**src/rtl/mem_access_unit.sv**
```systemverilog
// Load/store stage: passes ALU results to writeback, runs single-beat bus transactions for loads and stores.
// Define MISALIGN_TRAP_EN to trap misaligned half/word accesses instead of issuing them.
module mem_access_unit #(
  parameter int RESP_TIMEOUT = 255
) (
  input  logic        clk,
  input  logic        rst_n,
  input  logic        in_valid,
  output logic        in_ready,
  input  logic [31:0] alu_result,
  input  logic [31:0] store_data,
  input  logic [4:0]  rd,
  input  logic        mem_read,
  input  logic        mem_write,
  input  logic [1:0]  mem_size,
  input  logic        mem_unsigned,
  output logic        bus_req,
  output logic        bus_we,
  output logic [31:0] bus_addr,
  output logic [31:0] bus_wdata,
  output logic [3:0]  bus_be,
  input  logic        bus_gnt,
  input  logic        bus_rvalid,
  input  logic [31:0] bus_rdata,
  output logic        wb_valid,
  output logic [4:0]  wb_rd,
  output logic [31:0] wb_data,
  output logic        exc_valid,
  output logic [1:0]  exc_code
);

  localparam int CNT_W = $clog2(RESP_TIMEOUT + 1);
  localparam logic [CNT_W-1:0] CNT_LAST = CNT_W'(RESP_TIMEOUT - 1);

  typedef enum logic [1:0] {IDLE, REQ, RESP} state_t;

  state_t           state, state_next;
  logic [CNT_W-1:0] cnt;
  logic [1:0]       addr_lo;
  logic [1:0]       size_q;
  logic             unsigned_q;
  logic [4:0]       rd_q;

  logic        accept, is_mem, misaligned;
  logic        st_done, ld_done, timeout;
  logic [3:0]  be_calc;
  logic [31:0] wdata_calc;
  logic [7:0]  lane_b;
  logic [15:0] lane_h;
  logic [31:0] load_data;

  assign in_ready = (state == IDLE);
  assign bus_req  = (state == REQ);
  assign is_mem   = mem_read | mem_write;

`ifdef MISALIGN_TRAP_EN
  assign misaligned = ((mem_size == 2'b01) && alu_result[0]) ||
                      ((mem_size == 2'b10) && (alu_result[1:0] != 2'b00));
`else
  assign misaligned = 1'b0;
`endif

  // Halves always use the addr[1] lane so an odd address never spills past byte 3.
  always_comb begin
    be_calc    = 4'b1111;
    wdata_calc = store_data;
    case (mem_size)
      2'b00: begin
        be_calc    = 4'b0001 << alu_result[1:0];
        wdata_calc = {4{store_data[7:0]}};
      end
      2'b01: begin
        be_calc    = alu_result[1] ? 4'b1100 : 4'b0011;
        wdata_calc = {2{store_data[15:0]}};
      end
      default: ;
    endcase
  end

  always_comb begin
    lane_b = bus_rdata[7:0];
    case (addr_lo)
      2'd1:    lane_b = bus_rdata[15:8];
      2'd2:    lane_b = bus_rdata[23:16];
      2'd3:    lane_b = bus_rdata[31:24];
      default: ;
    endcase
    lane_h = addr_lo[1] ? bus_rdata[31:16] : bus_rdata[15:0];
    case (size_q)
      2'b00:   load_data = unsigned_q ? {24'b0, lane_b} : {{24{lane_b[7]}}, lane_b};
      2'b01:   load_data = unsigned_q ? {16'b0, lane_h} : {{16{lane_h[15]}}, lane_h};
      default: load_data = bus_rdata;
    endcase
  end

  // NOTE: every signal driven here gets a default first, so no path can infer a latch.
  always_comb begin
    state_next = state;
    accept     = 1'b0;
    st_done    = 1'b0;
    ld_done    = 1'b0;
    timeout    = 1'b0;
    case (state)
      IDLE: if (in_valid) begin
        accept = 1'b1;
        if (is_mem && !misaligned) state_next = REQ;
      end
      REQ: if (bus_gnt) begin
        if (bus_we) begin
          st_done    = 1'b1;
          state_next = IDLE;
        end else begin
          state_next = RESP;
        end
      end
      RESP: if (bus_rvalid) begin
        ld_done    = 1'b1;
        state_next = IDLE;
      end else if (cnt == CNT_LAST) begin
        timeout    = 1'b1;
        state_next = IDLE;
      end
      default: state_next = IDLE;
    endcase
  end

  // NOTE: sequential state uses non-blocking assignments so every register samples pre-edge values.
  always_ff @(posedge clk or negedge rst_n) begin
    if (!rst_n) state <= IDLE;
    else        state <= state_next;
  end

  always_ff @(posedge clk or negedge rst_n) begin
    if (!rst_n) begin
      cnt        <= '0;
      addr_lo    <= '0;
      size_q     <= '0;
      unsigned_q <= 1'b0;
      rd_q       <= '0;
      bus_we     <= 1'b0;
      bus_addr   <= '0;
      bus_wdata  <= '0;
      bus_be     <= '0;
      wb_valid   <= 1'b0;
      wb_rd      <= '0;
      wb_data    <= '0;
      exc_valid  <= 1'b0;
      exc_code   <= '0;
    end else begin
      wb_valid  <= 1'b0;
      exc_valid <= 1'b0;
      exc_code  <= 2'b00;
      cnt       <= (state == RESP) ? cnt + 1'b1 : '0;

      if (accept) begin
        if (!is_mem) begin
          wb_valid <= 1'b1;
          wb_rd    <= rd;
          wb_data  <= alu_result;
        end else if (misaligned) begin
          exc_valid <= 1'b1;
          exc_code  <= mem_read ? 2'b01 : 2'b10;
        end else begin
          // A load wins when both mem_read and mem_write are set.
          bus_we     <= ~mem_read;
          bus_addr   <= {alu_result[31:2], 2'b00};
          bus_be     <= be_calc;
          bus_wdata  <= wdata_calc;
          addr_lo    <= alu_result[1:0];
          size_q     <= mem_size;
          unsigned_q <= mem_unsigned;
          rd_q       <= rd;
        end
      end

      if (st_done) begin
        wb_valid <= 1'b1;
        wb_rd    <= 5'd0;
        wb_data  <= '0;
      end

      if (ld_done) begin
        wb_valid <= 1'b1;
        wb_rd    <= rd_q;
        wb_data  <= load_data;
      end

      if (timeout) begin
        exc_valid <= 1'b1;
        exc_code  <= 2'b11;
      end
    end
  end

endmodule

```
**config.mk**
```make
export PLATFORM = sky130hd
export DESIGN_NAME = mem_access_unit
export DESIGN_NICKNAME = d
export VERILOG_FILES = /design/src/rtl/mem_access_unit.sv
export SDC_FILE = /design/constraint.sdc
export NUM_CORES = 1
export LEC_CHECK = 0
export ABC_AREA = 1
export BUFFER_PORTS_ARGS = -buffer_cell sky130_fd_sc_hd__buf_2
export CORE_ASPECT_RATIO = 1.75
export CORE_MARGIN = 5
export CORE_UTILIZATION = 52
export CTS_BUF_LIST = sky130_fd_sc_hd__clkbuf_8
export DETAILED_ROUTE_END_ITERATION = 6
export GPL_TIMING_DRIVEN = 0
export PLACE_DENSITY_LB_ADDON = 0.12
export SYNTH_ARGS = -nofsm -noshare
export SYNTH_HDL_FRONTEND = slang
export SYNTH_SLANG_ARGS = --single-unit
export TNS_END_PERCENT = 20
```
**constraint.sdc**
```tcl
create_clock -name clk -period 1.9 [get_ports clk]
set_input_delay 0.57 -clock clk [delete_from_list [all_inputs] [get_ports clk]]
set_output_delay 0.57 -clock clk [all_outputs]
set_load 0.005 [all_outputs]
```
== Yosys cells after proc, flatten, opt, wreduce, memory -nomap -nowiden ==
Cells that the tools add are included.

* Flip-flop bits (word level): 128
* Latch bits: 0
* Bits in writable memories: 0
* Bits in read-only memories: 0
* Input port bits: 111
* Output and inout port bits: 112
* Word-level logic and storage cells: 79
* Memories: 0

* Add/subtract/negate cells: 1
* $mul: 0
* Divide/modulo/power cells: 0
* $lt $le $gt $ge: 0
* Equal/unequal tests: 13
* Shift-type cells: 1
* Multiplexer cells: 40
* Bitwise gates (word level): 2
* Reduce and logical (&&, ||, !) cells: 7

{| class="wikitable"
|+ Operators with widths
! operator !! count
|-
| $mux 32 || 6
|-
| $pmux 32 s2 || 2
|-
| $pmux 8 s3 || 1
|-
| $mux 5 || 4
|-
| $mux 16 || 1
|-
| $mux 1 || 15
|-
| $mux 2 || 7
|-
| $add 8x1->8 const B || 1
|-
| $eq 2x1->1 const B || 4
|-
| $eq 8x8->1 const B || 1
|-
| $mux 8 || 1
|-
| $pmux 4 s2 || 1
|-
| $eq 2x2->1 const B || 3
|-
| $logic_not 2->1 || 3
|-
| $pmux 2 s3 || 1
|-
| $mux 4 || 1
|-
| $ne 2x1->1 const B || 2
|-
| $reduce_and 2->1 || 2
|-
| $reduce_and 4->1 || 1
|-
| $shl 1x2->4 const A || 1
|-
| $ne 3x1->1 const B || 1
|-
| $ne 3x3->1 const B || 1
|-
| $reduce_bool 3->1 || 1
|-
| $ne 2x2->1 const B || 1
|-
| 2 further kinds || 2
|}

== Depth between registers and ports, before layout ==
* Depth after elaboration: 5
* Mapped depth: 10
* Mapped depth without buffers: 9

== Worst setup path after synthesis ==
No wires, ideal clock.

* Path type: input-to-reg
* From: input port mem_write
* To: register wb_data[10]
* Setup time: 122 ps
* Arrival time: 1407 ps
* Required time: 1778 ps
* Slack: 372 ps
* Cell stages on the path: 8
* Path buffers: 2
* Path through: nor2_1 > inv_1 > nor2_2 > nor2_2 > buf_6 > buf_6 > a21oi_1 > a21oi_2

* Longest elaborated chain between the ends: 3

{| class="wikitable"
|+ Ends and longest elaborated chain
! what !! RTL line !! text
|-
| from (decl) || 14 || <nowiki>input logic mem_write,</nowiki>
|-
| $or 1x1->1 || 54 || <nowiki>assign is_mem = mem_read | mem_write;</nowiki>
|-
| $ne 3x1->1 (no source line) || n/a ||
|-
| $reduce_and 2->1 (no source line) || n/a ||
|-
| to (signal assigned) || 159 || <nowiki>wb_data <= alu_result;</nowiki>
|-
| to (signal assigned) || 185 || <nowiki>wb_data <= load_data;</nowiki>
|-
| to (decl) || 27 || <nowiki>output logic [31:0] wb_data,</nowiki>
|}

No other way between the ends.
A chain may end at the register's enable or synchronous reset.

== Worst setup path in the final report ==
* From: register addr_lo[0]
* To: register wb_data[14]

* Longest elaborated chain between the ends: 5
* Elaborated cells between the ends (all ways): 7
* Classes of those cells: eq/ne (3); mux (4)

{| class="wikitable"
|+ Ends and longest elaborated chain
! what !! RTL line !! text
|-
| from (decl) || 39 || <nowiki>logic [1:0] addr_lo;</nowiki>
|-
| from (signal assigned) || 169 || <nowiki>addr_lo <= alu_result[1:0];</nowiki>
|-
| $eq 2x2->1 or $eq 2x1->1 (tied branches) || 82 || <nowiki>case (addr_lo)</nowiki>
|-
| $pmux 8 s3 * || 82 ||
|-
| $mux 32 * || 90 || <nowiki>2'b00: load_data = unsigned_q ? {24'b0, lane_b} : {{24{lane_b[7]}}, lane_b};</nowiki>
|-
| $pmux 32 s2 * || 89 || <nowiki>case (size_q)</nowiki>
|-
| $mux 32 * || 182 || <nowiki>if (ld_done) begin</nowiki>
|}

Mark *: on every way between the ends. The rest lies on a longest branch, timed or not.

==> impl_metrics.py <==
metrics = {
    "critical_path": {
        "r2r_slack_ns": 0.13,
        "r2r-start": "addr_lo[0]$_DFFE_PN0P_",
        "cp-start-kind": "flop",
        "worstPathRequired_ns": 2.21,
        "crit_path_end_kind": "flop",
        "reg2reg_to": "wb_data[14]$_DFFE_PN0P_",
        "critPathMaxFanout": 10,
        "arrival_ns": 2.08,
        "worst-setup-path-type": "reg -> reg",
        "reg2reg_depth": 8,
    },
    "layout": {
        "fin_cells": 1190,
        "nNetsFinal": 1153,
        "drive_gt1_share_pct": 31.43,
        "syn_to_final_growth_pct": 26.91,
        "num-fill-cells": 1156,
        "n_antenna_cell": 0,
    },
    "cts": {
        "cts_made_buffers": 17,
        "worstSkewPairLatency_ns": 0.43,
        "cts_resized": 0,
        "cts.sinks": 126,
        "cts_max_level": 4,
        "path_clk_slew_ns": 0.08,
        "postCtsSetupRepairBufs": 0,
        "root_buffer": "clkbuf_8",
        "cts_tree": "built",
        "ctsHoldBuffers": 0,
        "cts_buffer_depth": 2,
    },
    "power": {
        "p_per_area_nw_per_um2": 1555,
        "ir_worst_vdd_v": 0.0007818,
        "clkPwrFrac_pct": 18.3,
        "combPwrFrac_pct": 44.7,
        "switchingPower_mw": 5.108,
        "pwr-share-seq_pct": 37.0,
        "p_int_mw": 7.345,
        "leakage_nw": 4.286,
        "netSwitchingFraction_pct": 41.02,
    },
    "status": {
        "outcome": "complete, no violations",
    },
    "sta": {
        "finalSetupViolCount": 0,
        "setup-tns-final_ns": 0,
        "fin_skew_ns": 0.01225,
        "hold_viol_final": 0,
        "fmax_mhz": 564.7,
        "drv_slew": 0,
        "fin_crit_ns": 1.771,
        "slew_headroom_pct": 59.58,
        "grt_setup_unrepaired": "no",
        "tightestPinTransition_ns": 0.6023,
        "period_share_pct": 93.21,
    },
    "routing": {
        "vias": 6313,
        "route.detailed.drc": 0,
        "post_drt_via_cell_ratio": 5.305,
        "routed_wl_mm": 20.58,
        "ant_nets": 0,
        "drtPass1Iterations": 5,
        "drtIter0Drc": 284,
        "routedWlPerCell_um": 17.30,
    },
    "die": {
        "num_rows": 53,
        "start_util_pct": 52.86,
        "ios": 223,
        "die_h_um": 155.7,
        "dieArea_sq_um": 14520,
        "die_w_um": 93.27,
        "core_area_sq_um": 11940,
    },
    "grt": {
        "grt.total_usage_pct": 28.92,
        "first_global_vias": 6398,
        "grt_overflow_total": 0,
        "grt_pass1_wl_mm": 32.49,
        "antenna_found_initial": 0,
        "grt_max_degree": 85,
    },
    "logic_synthesis": {
        "synth_top_area_share_pct": 49.97,
        "synth_most_common_cell": "nand2_1",
        "syn_avg_cell_area_sq_um": 7.887,
        "synth-seq-cells": 126,
        "synth_cell_types": 35,
        "syn_area_sq_um": 6310,
        "synth.largest_area_cell": "dfrtp_1",
        "synthCells": 800,
        "synthTopCellsByCount": "303 x nand2_1, 126 x dfrtp_1, 91 x a21oi_1",
        "synth_area_leaders": "dfrtp_1 50%, nand2_1 18%, a21oi_1 7.2%",
        "async_reset_ff_share_pct": 100.0,
        "synth-edff-count": 0,
        "ys_warn_count": 0,
        "synth_top_flop_cell": "dfrtp_1",
        "yosysSeqAreaShare_pct": 49.97,
    },
    "placement": {
        "place_inst": 1158,
        "place.gp.congestion": 0.9817,
        "io_buffers": 219,
        "dpl.hpwl_mm": 16.21,
    },
    "min_path": {
        "hp-class": "in -> async",
    },
    "job": {
        "cap_viol_max_count": 0,
    },
}
[flip-flops by register name, summed over array words and instances, names as in the netlist]
signal      count
cnt             8
bus_we          1
size_q          2
bus_be          4
wb_data        32
exc_code        1
wb_valid        1
unsigned_q      1
rd_q            5
state           2
addr_lo         2
bus_addr       30
wb_rd           5
bus_wdata      32
[layer usage]
metal / wire [um] / global-route usage (%) / vias to the layer above
li1: - / - / 3056
met1: 7341 / 31.71 / 2936
met2: 10950 / 51.57 / 270
met3: 1240 / 4.730 / 51
met4: 1052 / 17.26 / 0
met5: 0 / 0 / -
[stage by stage]
step	power, mW	hold WS (ns)	utilization, %	cell area [sq um]	setup slack, ns
finish	12.45	0.05884	67.09	8008	0.1290
global route	13.43	0.05066	67.09	8008	0.06269
CTS	12.52	0.04201	67.09	8008	0.1319
detailed placement	10.21	0.4527	63.79	7615	0.01638
global placement	10.08	0.4498	63.51	7581	-1.443
floorplan	7.736	0.2744	-	6314	0.3719
[critical path, cell delays in order, from the launching register on]
cell	delay (ns)
dfrtp_1	0.38
buf_6	0.14
nor2_2	0.30
a21oi_2	0.17
nand3_4	0.16
buf_6	0.16
nand3_1	0.10
nand2_1	0.16
a21oi_1	0.09
[power by group through the flow]
| stage | sequential [mW] | clock (mW) | combinational (mW) |
|---|---|---|---|
| 3_3_place_gp | 4.60 | 0 | 5.48 |
| 5_1_grt | 4.75 | 2.47 | 6.20 |
| 3_5_place_dp | 4.62 | 0 | 5.59 |
| 6_report | 4.60 | 2.28 | 5.57 |
| 4_1_cts | 4.59 | 2.33 | 5.61 |
| 2_1_floorplan | 4.69 | 0 | 3.05 |
[layout by cell type, fill, tap and decap left out, drive strengths merged, types with 7 or more instances in the layout]
cell,count
nor2,66
nand3,44
nand2,307
dfrtp,126
a21oi,103
a22oi,7
o21ai,45
inv,34
clkbuf,29
buf,258
[final cells by class]
type	instances	area, sq um	share of cell area [%]
Buffer	49	311.5	3.891
Clock buffer	18	247.7	3.094
Clock inverter	14	145.1	1.812
Inverter	34	128.9	1.609
Multi-Input combinational cell	592	2720	33.97
Sequential cell	126	3153	39.37
Tap cell	137	171.4	2.141
Timing Repair Buffer	220	1130	14.11
[cell families after synthesis]
logic type,after synthesis,share of synthesized area [%]
buf+inv,83,6.980
fa+ha+maj,2,0.3965
simple gates,424,28.10
other cells,1,0.05943
flops,126,49.97
compound gates,162,14.22
xor+xnor,2,0.2777
[worst max path at each step]
| stage | start | end | slack (ns) |
|---|---|---|---|
| global placement | rst_n | bus_addr[6]$_DFFE_PN0P_ | -1.44 |
| floorplan | mem_write | wb_data[10]$_DFFE_PN0P_ | 0.37 |
| finish | addr_lo[0]$_DFFE_PN0P_ | wb_data[14]$_DFFE_PN0P_ | 0.13 |
| global route | size_q[1]$_DFFE_PN0P_ | wb_data[6]$_DFFE_PN0P_ | 0.06 |
| detailed placement | mem_size[1] | bus_wdata[31]$_DFFE_PN0P_ | 0.02 |
| CTS | addr_lo[0]$_DFFE_PN0P_ | wb_data[14]$_DFFE_PN0P_ | 0.13 |
(Power assumes the default switching activity.)
